===== src/rtl/str_rec_pkg.sv =====
// Shared types and defaults for the string-recognition datapath.
package str_rec_pkg;

  localparam int DEF_POS_W   = 7;
  localparam int DEF_PAT_LEN = 4;

  typedef logic [DEF_POS_W-1:0] pos_t;

  typedef enum logic [2:0] {
    IDLE  = 3'd0,
    CLEAR = 3'd1,
    RUN   = 3'd2,
    DRAIN = 3'd3,
    DONE  = 3'd4
  } state_t;

endpackage


===== src/rtl/pos_fifo.sv =====
// First-word fall-through FIFO holding match start positions.
// A push into a full FIFO is accepted only when a pop frees a slot in the same cycle.
module pos_fifo
  import str_rec_pkg::*;
#(
  parameter int W     = $bits(pos_t),
  parameter int DEPTH = 4
) (
  input  logic                     clk,
  input  logic                     reset,
  input  logic                     clear,
  input  logic                     push,
  input  logic                     pop,
  input  logic [W-1:0]             wdata,
  output logic [W-1:0]             rdata,
  output logic                     full,
  output logic                     empty,
  output logic [$clog2(DEPTH):0]   count
);

  localparam int AW = $clog2(DEPTH);

  logic [W-1:0]  r_mem [DEPTH];
  logic [AW-1:0] r_wr_ptr;
  logic [AW-1:0] r_rd_ptr;
  logic [AW:0]   r_count;
  logic          w_pop;
  logic          w_push;

  assign empty  = (r_count == '0);
  assign full   = (r_count == (AW+1)'(DEPTH));
  assign w_pop  = pop && !empty;
  assign w_push = push && (!full || w_pop);
  assign rdata  = r_mem[r_rd_ptr];
  assign count  = r_count;

  // NOTE: storage carries no reset; the pointers and count alone define what is valid.
  always_ff @(posedge clk) begin
    if (w_push) r_mem[r_wr_ptr] <= wdata;
  end

  // NOTE: sequential state uses non-blocking assignments so every register sees pre-edge values.
  always_ff @(posedge clk or posedge reset) begin
    if (reset) begin
      r_wr_ptr <= '0;
      r_rd_ptr <= '0;
      r_count  <= '0;
    end else if (clear) begin
      r_wr_ptr <= '0;
      r_rd_ptr <= '0;
      r_count  <= '0;
    end else begin
      if (w_push) r_wr_ptr <= r_wr_ptr + 1'b1;
      if (w_pop)  r_rd_ptr <= r_rd_ptr + 1'b1;
      case ({w_push, w_pop})
        2'b10:   r_count <= r_count + 1'b1;
        2'b01:   r_count <= r_count - 1'b1;
        default: r_count <= r_count;
      endcase
    end
  end

endmodule


===== src/rtl/str_match_ctrl.sv =====
// Sequencing controller: gates characters into the matcher, numbers them,
// and queues match start positions for the downstream consumer.
module str_match_ctrl
  import str_rec_pkg::*;
#(
  parameter int POS_W      = DEF_POS_W,
  parameter int PAT_LEN    = DEF_PAT_LEN,
  parameter int FIFO_DEPTH = 4
) (
  input  logic             clk,
  input  logic             reset,
  input  logic             start,
  input  logic             char_valid,
  input  logic             char_last,
  output logic             char_ready,
  output logic             mt_en,
  output logic             mt_clear,
  input  logic             match_hit,
  output logic             pos_valid,
  output logic [POS_W-1:0] pos_data,
  input  logic             pos_ready,
  output logic [POS_W-1:0] match_count,
  output logic             overflow,
  output logic             busy,
  output logic             done
);

  localparam logic [POS_W-1:0] MAX_V  = '1;
  localparam logic [POS_W-1:0] OFFSET = POS_W'(PAT_LEN - 1);

  state_t r_state;
  state_t w_next_state;

  logic [POS_W-1:0]            r_pos;
  logic                        w_accept;
  logic                        w_pop;
  logic                        w_start_new;
  logic                        w_pos_sat;
  logic                        w_hit_valid;
  logic                        w_push;
  logic                        w_drop;
  logic [POS_W-1:0]            w_push_data;
  logic                        w_fifo_full;
  logic                        w_fifo_empty;
  logic [$clog2(FIFO_DEPTH):0] w_fifo_count;
  logic                        w_mt_clear_nxt;
  logic                        w_done_nxt;
  logic                        w_busy_nxt;

  assign char_ready  = (r_state == RUN);
  assign mt_en       = char_valid && char_ready;
  assign w_accept    = mt_en;
  assign pos_valid   = !w_fifo_empty;
  assign w_pop       = pos_valid && pos_ready;
  assign w_start_new = (r_state == IDLE) && start;

  // A hit on a saturated counter has no trustworthy index, so it is discarded.
  assign w_pos_sat   = (r_pos == MAX_V);
  assign w_hit_valid = w_accept && match_hit && !w_pos_sat && (r_pos >= OFFSET);
  assign w_push      = w_hit_valid && (!w_fifo_full || w_pop);
  assign w_drop      = w_hit_valid && !w_push;
  assign w_push_data = r_pos - OFFSET;

  pos_fifo #(
    .W     (POS_W),
    .DEPTH (FIFO_DEPTH)
  ) u_pos_fifo (
    .clk   (clk),
    .reset (reset),
    .clear (w_start_new),
    .push  (w_push),
    .pop   (w_pop),
    .wdata (w_push_data),
    .rdata (pos_data),
    .full  (w_fifo_full),
    .empty (w_fifo_empty),
    .count (w_fifo_count)
  );

  always_ff @(posedge clk or posedge reset) begin
    if (reset) r_state <= IDLE;
    else       r_state <= w_next_state;
  end

  // NOTE: the default assignment up front keeps this block free of inferred latches.
  always_comb begin
    w_next_state = r_state;
    case (r_state)
      IDLE:    if (start) w_next_state = CLEAR;
      CLEAR:   w_next_state = RUN;
      RUN:     if (w_accept && char_last) w_next_state = DRAIN;
      DRAIN:   if (w_fifo_count == '0) w_next_state = DONE;
      DONE:    w_next_state = IDLE;
      default: w_next_state = IDLE;
    endcase
  end

  // Registered outputs are decoded from the upcoming state so they align with it.
  always_comb begin
    w_mt_clear_nxt = (w_next_state == CLEAR);
    w_done_nxt     = (w_next_state == DONE);
    w_busy_nxt     = (w_next_state != IDLE);
  end

  always_ff @(posedge clk or posedge reset) begin
    if (reset) begin
      mt_clear <= 1'b0;
      done     <= 1'b0;
      busy     <= 1'b0;
    end else begin
      mt_clear <= w_mt_clear_nxt;
      done     <= w_done_nxt;
      busy     <= w_busy_nxt;
    end
  end

  always_ff @(posedge clk or posedge reset) begin
    if (reset) begin
      r_pos       <= '0;
      match_count <= '0;
      overflow    <= 1'b0;
    end else if (w_start_new) begin
      r_pos       <= '0;
      match_count <= '0;
      overflow    <= 1'b0;
    end else begin
      if (w_accept && !w_pos_sat)      r_pos <= r_pos + 1'b1;
      if (w_push && match_count != MAX_V) match_count <= match_count + 1'b1;
      if (w_drop || (w_accept && w_pos_sat)) overflow <= 1'b1;
    end
  end

endmodule


===== config.mk =====
export PLATFORM = sky130hd
export DESIGN_NAME = str_match_ctrl
export DESIGN_NICKNAME = d
export VERILOG_FILES = /design/src/rtl/str_rec_pkg.sv /design/src/rtl/pos_fifo.sv /design/src/rtl/str_match_ctrl.sv
export SDC_FILE = /design/constraint.sdc
export NUM_CORES = 1
export LEC_CHECK = 0
export CAP_MARGIN = 20
export CORE_MARGIN = 2
export CORE_UTILIZATION = 40
export CTS_CLUSTER_DIAMETER = 200
export CTS_CLUSTER_SIZE = 40
export DETAILED_ROUTE_END_ITERATION = 7
export HOLD_SLACK_MARGIN = 0.12
export PLACE_DENSITY = 0.6
export SLEW_MARGIN = 20
export SYNTH_ARGS = -nofsm -noshare
export SYNTH_HDL_FRONTEND = slang
export SYNTH_SLANG_ARGS = --single-unit

===== constraint.sdc =====
create_clock -name clk -period 3.7 [get_ports clk]
set_input_delay 0.555 -clock clk [delete_from_list [all_inputs] [get_ports clk]]
set_output_delay 0.555 -clock clk [all_outputs]
set_load 0.005 [all_outputs]

==> results of run 1 <==
[flip-flops by register name, summed over array words and instances, names as in the netlist]
signal / flops
u_pos_fifo.r_mem: 28
match_count: 7
r_pos: 7
r_state: 3
u_pos_fifo.count: 3
u_pos_fifo.r_rd_ptr: 2
u_pos_fifo.r_wr_ptr: 2
busy: 1
done: 1
mt_clear: 1
overflow: 1
[through the flow]
step	hold slack, ns	power [W]	instances	util	setup WS, ns
after global placement	0.500	0.00171	298	0.462	0.463
after detailed placement	0.507	0.00171	298	0.462	0.395
after CTS	0.530	0.00204	306	0.477	0.705
final	0.524	0.00202	306	0.477	0.700
after floorplan	0.491	0.00141	205	-	0.958
after global routing	0.558	0.00217	306	0.477	0.559
[Yosys cell counts (all sizes together) (6+ instances only)]
master	instances
xor2	9
dfrtp	28
nand4	6
nor3	8
inv	9
clkbuf	9
a21oi	6
mux4	7
nor2	25
edfxtp	28
nand2	19
ha	7
[routing by layer]
layer	GRT usage	vias to the layer above	routed length (um)
met5	0	-	0
met4	0.0440	0	55
met3	0.0285	8	166
met2	0.204	35	1960
met1	0.193	739	2120
li1	-	765	-
[critical path: stages]
cell	delay (ns)
clkdlybuf4s50_1	0.40
or4b_2	0.70
o41ai_4	0.10
nor2_2	0.15
inv_1	0.10
ha_1	0.18
inv_1	0.06
fa_1	0.37
xor2_1	0.15
or3_1	0.30
a21oi_1	0.16
[logic make-up after synthesis]
logic type / after synthesis / share of synthesized area
AO/OA/AOI/OAI: 18 / 0.0539
adder cells (fa/ha/maj): 8 / 0.0418
multiplexers: 12 / 0.0806
buffers and inverters: 21 / 0.0316
flip-flops: 56 / 0.598
XOR/XNOR: 14 / 0.0476
AND/OR/NAND/NOR: 76 / 0.146
[power by group through the flow]
stage                     registers (W)  logic [W]  clock network, W
after floorplan                0.000883   0.000530                 0
after detailed placement       0.000984   0.000728                 0
after global routing           0.000988   0.000815          0.000362
after CTS                      0.000972   0.000733          0.000340
final                          0.000968   0.000725          0.000326
after global placement         0.000985   0.000721                 0
[cell type report]
| type | instances | area [sq um] | share of cell area |
|---|---|---|---|
| flip-flops and latches | 56 | 1540 | 0.515 |
| clock inverters | 2 | 16.3 | 0.00544 |
| repair buffers | 28 | 278 | 0.0928 |
| well taps | 77 | 96.3 | 0.0322 |
| clock buffers | 6 | 72.6 | 0.0243 |
| multi-input cells | 128 | 953 | 0.319 |
| inverters | 9 | 33.8 | 0.0113 |
[how the worst min path moves through the flow]
stage	start	to	slack [ns]	depth (start not counted)
final	overflow	overflow	0.52	2
after global routing	overflow	overflow	0.56	2
after CTS	overflow	overflow	0.53	2
after detailed placement	overflow	overflow	0.51	2
after global placement	overflow	overflow	0.50	2
after floorplan	u_pos_fifo.r_wr_ptr[0]	u_pos_fifo.r_wr_ptr[0]	0.49	1
==> Flow_metrics.wiki, run 1 <==
{| class="wikitable"
! Metric !! Value
|-
| CP Capture Type || register
|-
| Library cell occupying the most area in the post-synthesis netlist || edfxtp_1
|-
| Number of CTS-inserted buffers || 5
|-
| Drt total wl || 4.30 mm
|-
| Detailed Route Iter0 Violations || 92
|-
| Max Cap Viol || 0
|-
| RSZ-0062 raised after global routing || false
|-
| Hold Fails Final Rpt || 0
|-
| First-pass GRT wire length || 7.53 mm
|-
| Vias in the first global route || 1,553
|-
| Avg Vias per Cell || 5.06
|-
| Mean instance size in the synthesized netlist || 12.6 sq um
|-
| Synthesized Nets || 220
|-
| Detailed-router iteration count before antenna repair || 4
|-
| Worst R2R End || u_pos_fifo.count[2]
|-
| Final design area excluding fillers || 2990 sq um
|-
| Internal power summed over all cells || 0.00135 W
|-
| Netlist area before placement || 2580 sq um
|-
| Static leakage || 1.15 nW
|-
| Port-buffer cells || 27
|-
| Worst Setup EP || u_pos_fifo.count[2]
|-
| Portion of total power attributed to combinational logic || 0.359
|-
| RePlAce Congestion || 0.752
|-
| Netlist cell types || 38
|-
| Number of remaining DRC errors || 0
|-
| Number of levels the H-tree was split into || 2
|-
| Number of standard-cell rows in the floorplan || 29
|-
| Switching pwr || 0.000669 W
|-
| Commonest cells after routing, fill and taps aside || 28 x dfrtp_1, 28 x edfxtp_1, 27 x clkdlybuf4s50_1, 24 x nor2_1, 19 x nand2_1
|-
| Final critical delay including setup and external delays || 3.00 ns
|-
| Worst IR drop on VDD || 0.000387 V
|-
| Worst slew pin tran || 0.535 ns
|-
| Highest fanout seen on the critical path || 10
|-
| Reg power frac || 0.479
|-
| Maximum number of pins on one net before global-route repair || 29
|-
| Filler instances || 571
|-
| Gate Count Post-Synth || 205
|-
| Portion of synthesized cell area occupied by the leading cell type || 0.326
|-
| Worst-path clk slew || 0.10 ns
|-
| Total cell area at the placement stage || 2900 sq um
|-
| Critical path data required time || 3.93 ns
|-
| Switching share of total power || 0.331
|-
| Proportion of layout cells with a drive suffix above 1 || 0.0961
|-
| Launching element type of the critical path || input pin
|-
| I/O pin count || 28
|-
| Starting density of the core || 0.410
|-
| Clk_skew || 0.00565 ns
|-
| Skew-Pair Late Insertion Delay || 0.30 ns
|-
| Depth of the most critical reg-to-reg path || 11
|-
| HP Class || reg -> reg
|-
| Number of warning messages in the yosys log || 0
|-
| Fmax || 333 MHz
|-
| CTS Root Buffer Type || clkbuf_8
|-
| Core area || 6280 sq um
|-
| Vertical die dimension || 84.3 um
|-
| Post-synthesis sequential area ratio || 0.598
|-
| PwrDens || 675 nW/um^2
|-
| Largest cells by area after synthesis || edfxtp_1 33%, dfrtp_1 27%, mux4_2 6.1%
|-
| ANT nets after route || 0
|-
| Number of antenna violations at the first check in global routing || 0
|-
| Post-CTS Hold Fix Bufs || 0
|-
| Period utilization || 0.811
|-
| Outcome || finished clean
|-
| Area of the die || 7100 sq um
|-
| Net count, final || 243
|-
| Worst slew margin relative to its limit || 0.644
|-
| FF-to-FF Start || r_pos[0]
|-
| Post-synthesis register bit count || 56
|-
| Relative contribution of the clock network to total power || 0.162
|-
| Max Root-Sink Buffers || 2
|-
| Routed via count || 1,547
|-
| Setup-failing EPs final || 0
|-
| Antenna diode count || 0
|-
| Wirelength per Cell || 14.0 um
|-
| Post-synth EDFFs || 28
|-
| Clock tree from TritonCTS || done
|-
| Aggregate global-route resource usage || 0.134
|-
| Number of buffers inserted to repair setup after CTS || 0
|-
| Aggregate negative setup slack || 0 ns
|-
| Synth-to-Final Area Change || 16.1%
|-
| Number of pins exceeding their max-slew limit in the final report || 0
|-
| Total grt overflow || 0
|-
| Setup slack on the worst flop-to-flop path || 0.81 ns
|-
| Arrival time of data at the critical path endpoint || 3.23 ns
|-
| Die extent in x || 84.3 um
|-
| Num Clock Sinks || 56
|-
| Final HPWL from detailed placement || 2.96 mm
|-
| Post-cts resize count || 0
|-
| Post-synth top flop || edfxtp_1
|-
| Share of async-settable or async-resettable flops after synthesis || 0.500
|-
| Source of the critical timing path || pos_ready
|-
| Type of the worst setup path || in -> reg
|}
Power figures use the tool's default switching activity.
==> run 2: changes to the inputs <==
==> constraint.sdc (replaced) <==
create_clock -name clk -period 3 [get_ports clk]
set_input_delay 0.45 -clock clk [delete_from_list [all_inputs] [get_ports clk]]
set_output_delay 0.45 -clock clk [all_outputs]
set_load 0.005 [all_outputs]
==> Flow_metrics.wiki, run 2 (same netlist as run 1, synthesis figures left out) <==
{| class="wikitable"
! Metric !! Value
|-
| Number of buffers inserted to repair setup after CTS || 0
|-
| Arrival time of data at the critical path endpoint || 2.96 ns
|-
| Commonest cells after routing, fill and taps aside || 28 x dfrtp_1, 28 x edfxtp_1, 27 x clkdlybuf4s50_1, 24 x nor2_1, 19 x nand2_1
|-
| Fmax || 367 MHz
|-
| Proportion of layout cells with a drive suffix above 1 || 0.122
|-
| ANT nets after route || 0
|-
| Aggregate negative setup slack || 0 ns
|-
| Detailed-router iteration count before antenna repair || 4
|-
| Starting density of the core || 0.410
|-
| Vertical die dimension || 84.3 um
|-
| Synth-to-Final Area Change || 18.3%
|-
| Total grt overflow || 0
|-
| Aggregate global-route resource usage || 0.144
|-
| RePlAce Congestion || 0.755
|-
| Area of the die || 7100 sq um
|-
| Worst IR drop on VDD || 0.000363 V
|-
| Routed via count || 1,631
|-
| Number of remaining DRC errors || 0
|-
| Worst slew pin tran || 0.519 ns
|-
| Wirelength per Cell || 14.7 um
|-
| Critical path data required time || 3.23 ns
|-
| Number of levels the H-tree was split into || 2
|-
| Hold Fails Final Rpt || 0
|-
| Highest fanout seen on the critical path || 2
|-
| Static leakage || 1.18 nW
|-
| Most flops, register || u_pos_fifo.r_mem
|-
| Worst-path clk slew || 0.10 ns
|-
| Number of pins exceeding their max-slew limit in the final report || 0
|-
| CP Capture Type || register
|-
| Post-Route Utilization || 0.485
|-
| Clock tree from TritonCTS || done
|-
| Antenna diode count || 0
|-
| Post-cts resize count || 0
|-
| Number of standard-cell rows in the floorplan || 29
|-
| Largest regs || u_pos_fifo.r_mem x28, match_count x7, r_pos x7
|-
| Avg Vias per Cell || 5.19
|-
| Post-CTS Hold Fix Bufs || 0
|-
| Drt total wl || 4.62 mm
|-
| Period utilization || 0.908
|-
| Worst slew margin relative to its limit || 0.654
|-
| Net count, final || 251
|-
| PwrDens || 836 nW/um^2
|-
| Core area || 6280 sq um
|-
| Number of flip-flops under the largest register name || 28
|-
| Max Cap Viol || 0
|-
| Num Clock Sinks || 56
|-
| Outcome || finished clean
|-
| Sum of internal, switching and leakage power || 0.00255 W
|-
| Clk_skew || 0.00785 ns
|-
| Setup-failing EPs final || 0
|-
| HP Class || in -> async
|-
| Vias in the first global route || 1,651
|-
| RSZ-0062 raised after global routing || false
|-
| Skew-Pair Late Insertion Delay || 0.30 ns
|-
| CTS Root Buffer Type || clkbuf_8
|-
| Die extent in x || 84.3 um
|-
| Port-buffer cells || 27
|-
| Number of CTS-inserted buffers || 5
|-
| Final HPWL from detailed placement || 3.23 mm
|-
| Maximum number of pins on one net before global-route repair || 29
|-
| Detailed Route Iter0 Violations || 95
|-
| Type of the worst setup path || in -> reg
|-
| Max Root-Sink Buffers || 2
|-
| Launching element type of the critical path || input pin
|-
| I/O pin count || 28
|-
| Final critical delay including setup and external delays || 2.73 ns
|-
| First-pass GRT wire length || 8.00 mm
|-
| Number of antenna violations at the first check in global routing || 0
|}
## run 2: cell types whose count changed in the layout (fill, tap and decap cells not counted), sizes merged
| cell | previous run | this run |
|---|---|---|
| buf | 1 | 9 |
## run 2: critical path, stage by stage
cell and delay, ns:
clkdlybuf4s50_1 0.40, or4b_2 0.67, o41ai_4 0.09, nor2_2 0.06
inv_1 0.08, ha_1 0.16, inv_1 0.06, fa_1 0.37
xor2_1 0.15, or3_1 0.30, a21oi_1 0.15
## run 2: area by class of cell
cell class                 count  area [sq um]
clock inverter                 2          11.3
clock buffer                   6          72.6
timing repair buffer          36           338
sequential                    56          1540
multi-input combinational    128           953
fill                         583          3230
tap                           77          96.3
inverter                       9          33.8
## run 2: layer usage
metal | track usage | vias to the layer above | share of wire
li1 | - | 784 | -
met1 | 0.197 | 795 | 0.46
met2 | 0.216 | 44 | 0.47
met3 | 0.0423 | 8 | 0.051
met4 | 0.0572 | 0 | 0.017
met5 | 0 | - | 0
## run 2: power by group
group	total [W]	internal [W]	leakage [nW]	switching (W)
combinational	0.000977	0.000520	0.528	0.000457
sequential	0.00118	0.00102	0.617	0.000153
clock	0.000395	0.000163	0.0388	0.000233
total	0.00255	0.00170	1.18	0.000843
## run 2: path summary, 6_finish.rpt
kind	startpoint	to	slack, ns	cells after the start
hold / removal	reset	r_state[1]	0.51	3
max in group asynchronous	reset	r_pos[2]	2.22	3
setup reg to reg	r_pos[0]	u_pos_fifo.count[2]	0.31	10
hold reg to reg	overflow	overflow	0.52	2
min in group clk	overflow	overflow	0.52	2
setup / recovery	pos_ready	u_pos_fifo.count[2]	0.27	11
## run 2: per-stage QoR
stage / setup slack, ns / cell area, sq um / hold WS (ns) / instances
floorplan: 0.321 / 2580 / 0.491 / 205
global placement: 0.0130 / 2960 / 0.494 / 306
detailed placement: -0.0585 / 2960 / 0.508 / 306
CTS: 0.256 / 3050 / 0.515 / 314
global route: 0.0670 / 3050 / 0.554 / 314
finish: 0.275 / 3050 / 0.505 / 314
==> run 3: changes to the inputs <==
--- a/config.mk
+++ b/config.mk
@@ -5,6 +5,7 @@
 export SDC_FILE = /design/constraint.sdc
 export NUM_CORES = 1
 export LEC_CHECK = 0
+export ABC_AREA = 1
 export CAP_MARGIN = 20
 export CORE_MARGIN = 2
 export CORE_UTILIZATION = 40
==> Flow_metrics.wiki, run 3 <==
{| class="wikitable"
! Metric !! Value
|-
| Commonest non-fill, non-tap cell in the layout || nor2_1
|-
| Post-synthesis sequential area ratio || 0.577
|-
| Number of pins exceeding their max-slew limit in the final report || 0
|-
| Setup-failing EPs final || 0
|-
| Post-synth top flop || edfxtp_1
|-
| Type of the worst setup path || reg -> reg
|-
| First-pass GRT wire length || 8.99 mm
|-
| Skew-Pair Late Insertion Delay || 0.32 ns
|-
| Worst-path clk slew || 0.11 ns
|-
| Post-CTS Hold Fix Bufs || 0
|-
| Gate Count Post-Synth || 275
|-
| Switching pwr || 0.00112 W
|-
| Num Clock Sinks || 56
|-
| Filler instances || 594
|-
| Post-synthesis register bit count || 56
|-
| Slowest Stage Delay on Critical Path || 0.38 ns
|-
| Die extent in x || 85.7 um
|-
| Highest fanout seen on the critical path || 9
|-
| Portion of total power attributed to combinational logic || 0.428
|-
| Top-count cell post-synth || nor2_1
|-
| Slowest cell on the critical path || dfrtp_1
|-
| Critical path data required time || 3.20 ns
|-
| Detailed Route Iter0 Violations || 114
|-
| RePlAce Congestion || 0.818
|-
| Total cell area at the placement stage || 3060 sq um
|-
| Reg power frac || 0.424
|-
| Number of antenna violations at the first check in global routing || 0
|-
| Number of levels the H-tree was split into || 2
|-
| Number of warning messages in the yosys log || 0
|-
| I/O pin count || 28
|-
| Detailed-router iteration count before antenna repair || 4
|-
| WP buf/inv || 1
|-
| Clk_skew || 0.0110 ns
|-
| Post-synth EDFFs || 28
|-
| Avg Vias per Cell || 5.06
|-
| Top cell types by occurrence after synthesis || 42 x nor2_1, 32 x inv_1, 31 x nand2_1
|-
| Top Family by Delay on Critical Path || adder cells
|-
| Post-cts resize count || 0
|-
| Net count, final || 325
|-
| Aggregate global-route resource usage || 0.156
|-
| Share of async-settable or async-resettable flops after synthesis || 0.500
|-
| Worst slew margin relative to its limit || 0.645
|-
| Max Cap Viol || 0
|-
| ANT nets after route || 0
|-
| Port-buffer cells || 27
|-
| HP Class || in -> async
|-
| Outcome || finished clean
|-
| CP Capture Type || register
|-
| Number of standard-cell rows in the floorplan || 29
|-
| Switching share of total power || 0.384
|-
| Routed via count || 1,964
|-
| Max Root-Sink Buffers || 2
|-
| PwrDens || 928 nW/um^2
|-
| Crit-path cells || ha_1 > nand3_2 > nor2_4 > nor2_4 > nand3_4 > ha_1 > inv_1 > fa_1 > a21oi_1 > o21ai_0 > o21ai_0 > a21oi_1
|-
| Starting density of the core || 0.418
|-
| CTS Root Buffer Type || clkbuf_8
|-
| Wirelength per Cell || 13.5 um
|-
| Number of CTS-inserted buffers || 5
|-
| Largest regs || u_pos_fifo.r_mem x28, match_count x7, r_pos x7
|-
| Portion of synthesized cell area occupied by the leading cell type || 0.315
|-
| Commonest cells after routing, fill and taps aside || 42 x nor2_1, 32 x inv_1, 31 x nand2_1, 28 x dfrtp_1, 28 x edfxtp_1
|-
| Most flops, register || u_pos_fifo.r_mem
|-
| Worst IR drop on VDD || 0.000431 V
|-
| Internal power summed over all cells || 0.00180 W
|-
| Arrival time of data at the critical path endpoint || 2.57 ns
|-
| Netlist area before placement || 2670 sq um
|-
| Library cell occupying the most area in the post-synthesis netlist || edfxtp_1
|-
| Hold Fails Final Rpt || 0
|-
| Antenna diode count || 0
|-
| Fmax || 422 MHz
|-
| Final design area excluding fillers || 3150 sq um
|-
| Largest cells by area after synthesis || edfxtp_1 31%, dfrtp_1 26%, nor2_1 5.9%
|-
| Vertical die dimension || 85.7 um
|-
| Area of the die || 7340 sq um
|-
| Worst slew pin tran || 0.532 ns
|-
| Drt total wl || 5.25 mm
|-
| Aggregate negative setup slack || 0 ns
|-
| Vias in the first global route || 1,872
|-
| Relative contribution of the clock network to total power || 0.148
|-
| Mean instance size in the synthesized netlist || 9.71 sq um
|-
| Launching element type of the critical path || register
|-
| Core area || 6390 sq um
|-
| Sum of internal, switching and leakage power || 0.00293 W
|-
| Synth-to-Final Area Change || 18.1%
|-
| Number of buffers inserted to repair setup after CTS || 0
|-
| Number of remaining DRC errors || 0
|-
| RSZ-0062 raised after global routing || false
|-
| Clock tree from TritonCTS || done
|-
| Synthesized Nets || 290
|-
| Maximum number of pins on one net before global-route repair || 29
|-
| Netlist cell types || 28
|-
| Period utilization || 0.790
|-
| Proportion of layout cells with a drive suffix above 1 || 0.0932
|-
| Static leakage || 1.32 nW
|-
| Final critical delay including setup and external delays || 2.37 ns
|-
| Total grt overflow || 0
|-
| Final HPWL from detailed placement || 3.70 mm
|-
| Number of flip-flops under the largest register name || 28
|}
[run 3: changes by cell type after synthesis, sizes merged, moves of 5 or more]
cell / previous run / this run
nor2: 25 / 47
mux2i: 5 / 0
xnor2: 5 / 0
clkbuf: 9 / 3
nor3: 8 / 2
o22ai: 0 / 9
nand2: 19 / 33
inv: 9 / 35
nand3: 2 / 30
o21ai: 4 / 25
and2: 5 / 0
mux4: 7 / 0
a21oi: 6 / 11
[run 3: logic make-up (layout without fill, tap and decap cells)]
logic type                 Yosys count  after routing  synth area share
AOI/OAI and AO/OA                   46             46            0.0923
xor gates and xnor gates             6              6            0.0197
adders and majority gates            8              8            0.0403
buffers and inverters               40             76            0.0581
DFF                                 56             56             0.577
and+or+nand+nor                    119            119             0.212
[run 3: area by class of cell]
cell class / instances / area, sq um / share of cell area
Clock inverter: 3 / 26.3 / 0.00833
Multi-Input combinational cell: 179 / 973 / 0.309
Tap cell: 77 / 96.3 / 0.0306
Clock buffer: 5 / 68.8 / 0.0218
Sequential cell: 56 / 1540 / 0.489
Inverter: 35 / 131 / 0.0417
Timing Repair Buffer: 33 / 315 / 0.100
[run 3: power by group through the flow]
stage	Sequential [W]	Combinational, W	Clock [W]
3_5_place_dp	0.00125	0.00127	0
6_report	0.00124	0.00125	0.000433
4_1_cts	0.00124	0.00127	0.000442
5_1_grt	0.00127	0.00144	0.000472
2_1_floorplan	0.00121	0.000801	0
3_3_place_gp	0.00125	0.00125	0
[run 3: stage by stage]
stage	instances	worst slack (ns)	hold slack [ns]	utilization
final	388	0.631	0.492	0.494
after floorplan	275	0.838	0.493	-
after global placement	380	0.577	0.512	0.479
after global routing	388	0.269	0.533	0.494
after CTS	388	0.605	0.498	0.494
after detailed placement	380	0.532	0.530	0.479
[run 3: path summary, 6_finish.rpt]
| kind | from | to | slack [ns] | depth (start not counted) |
|---|---|---|---|---|
| hold / removal | reset | r_pos[5] | 0.49 | 3 |
| setup / recovery | r_pos[0] | u_pos_fifo.count[2] | 0.63 | 12 |
| min in group clk | r_pos[1] | r_pos[1] | 0.54 | 2 |
| max in group asynchronous | reset | r_pos[6] | 2.24 | 3 |
| hold reg to reg | r_pos[1] | r_pos[1] | 0.54 | 2 |
| setup reg to reg | r_pos[0] | u_pos_fifo.count[2] | 0.63 | 12 |
[run 3: metal layers]
| metal | up-vias | GRT usage | share of wire |
|---|---|---|---|
| met5 | - | 0 | 0 |
| met4 | 0 | 0.0519 | 0.017 |
| met3 | 8 | 0.0318 | 0.036 |
| met2 | 39 | 0.244 | 0.47 |
| met1 | 918 | 0.219 | 0.48 |
| li1 | 999 | - | - |
[run 3: worst register-to-register path: cells and delay by family, from the launching register on]
family | cells | cell delay (ns)
AO/OA/AOI/OAI | 4 | 0.47
AND/OR/NAND/NOR | 4 | 0.53
adder cells (fa/ha/maj) | 3 | 0.82
flip-flops | 1 | 0.38
buffers and inverters | 1 | 0.06
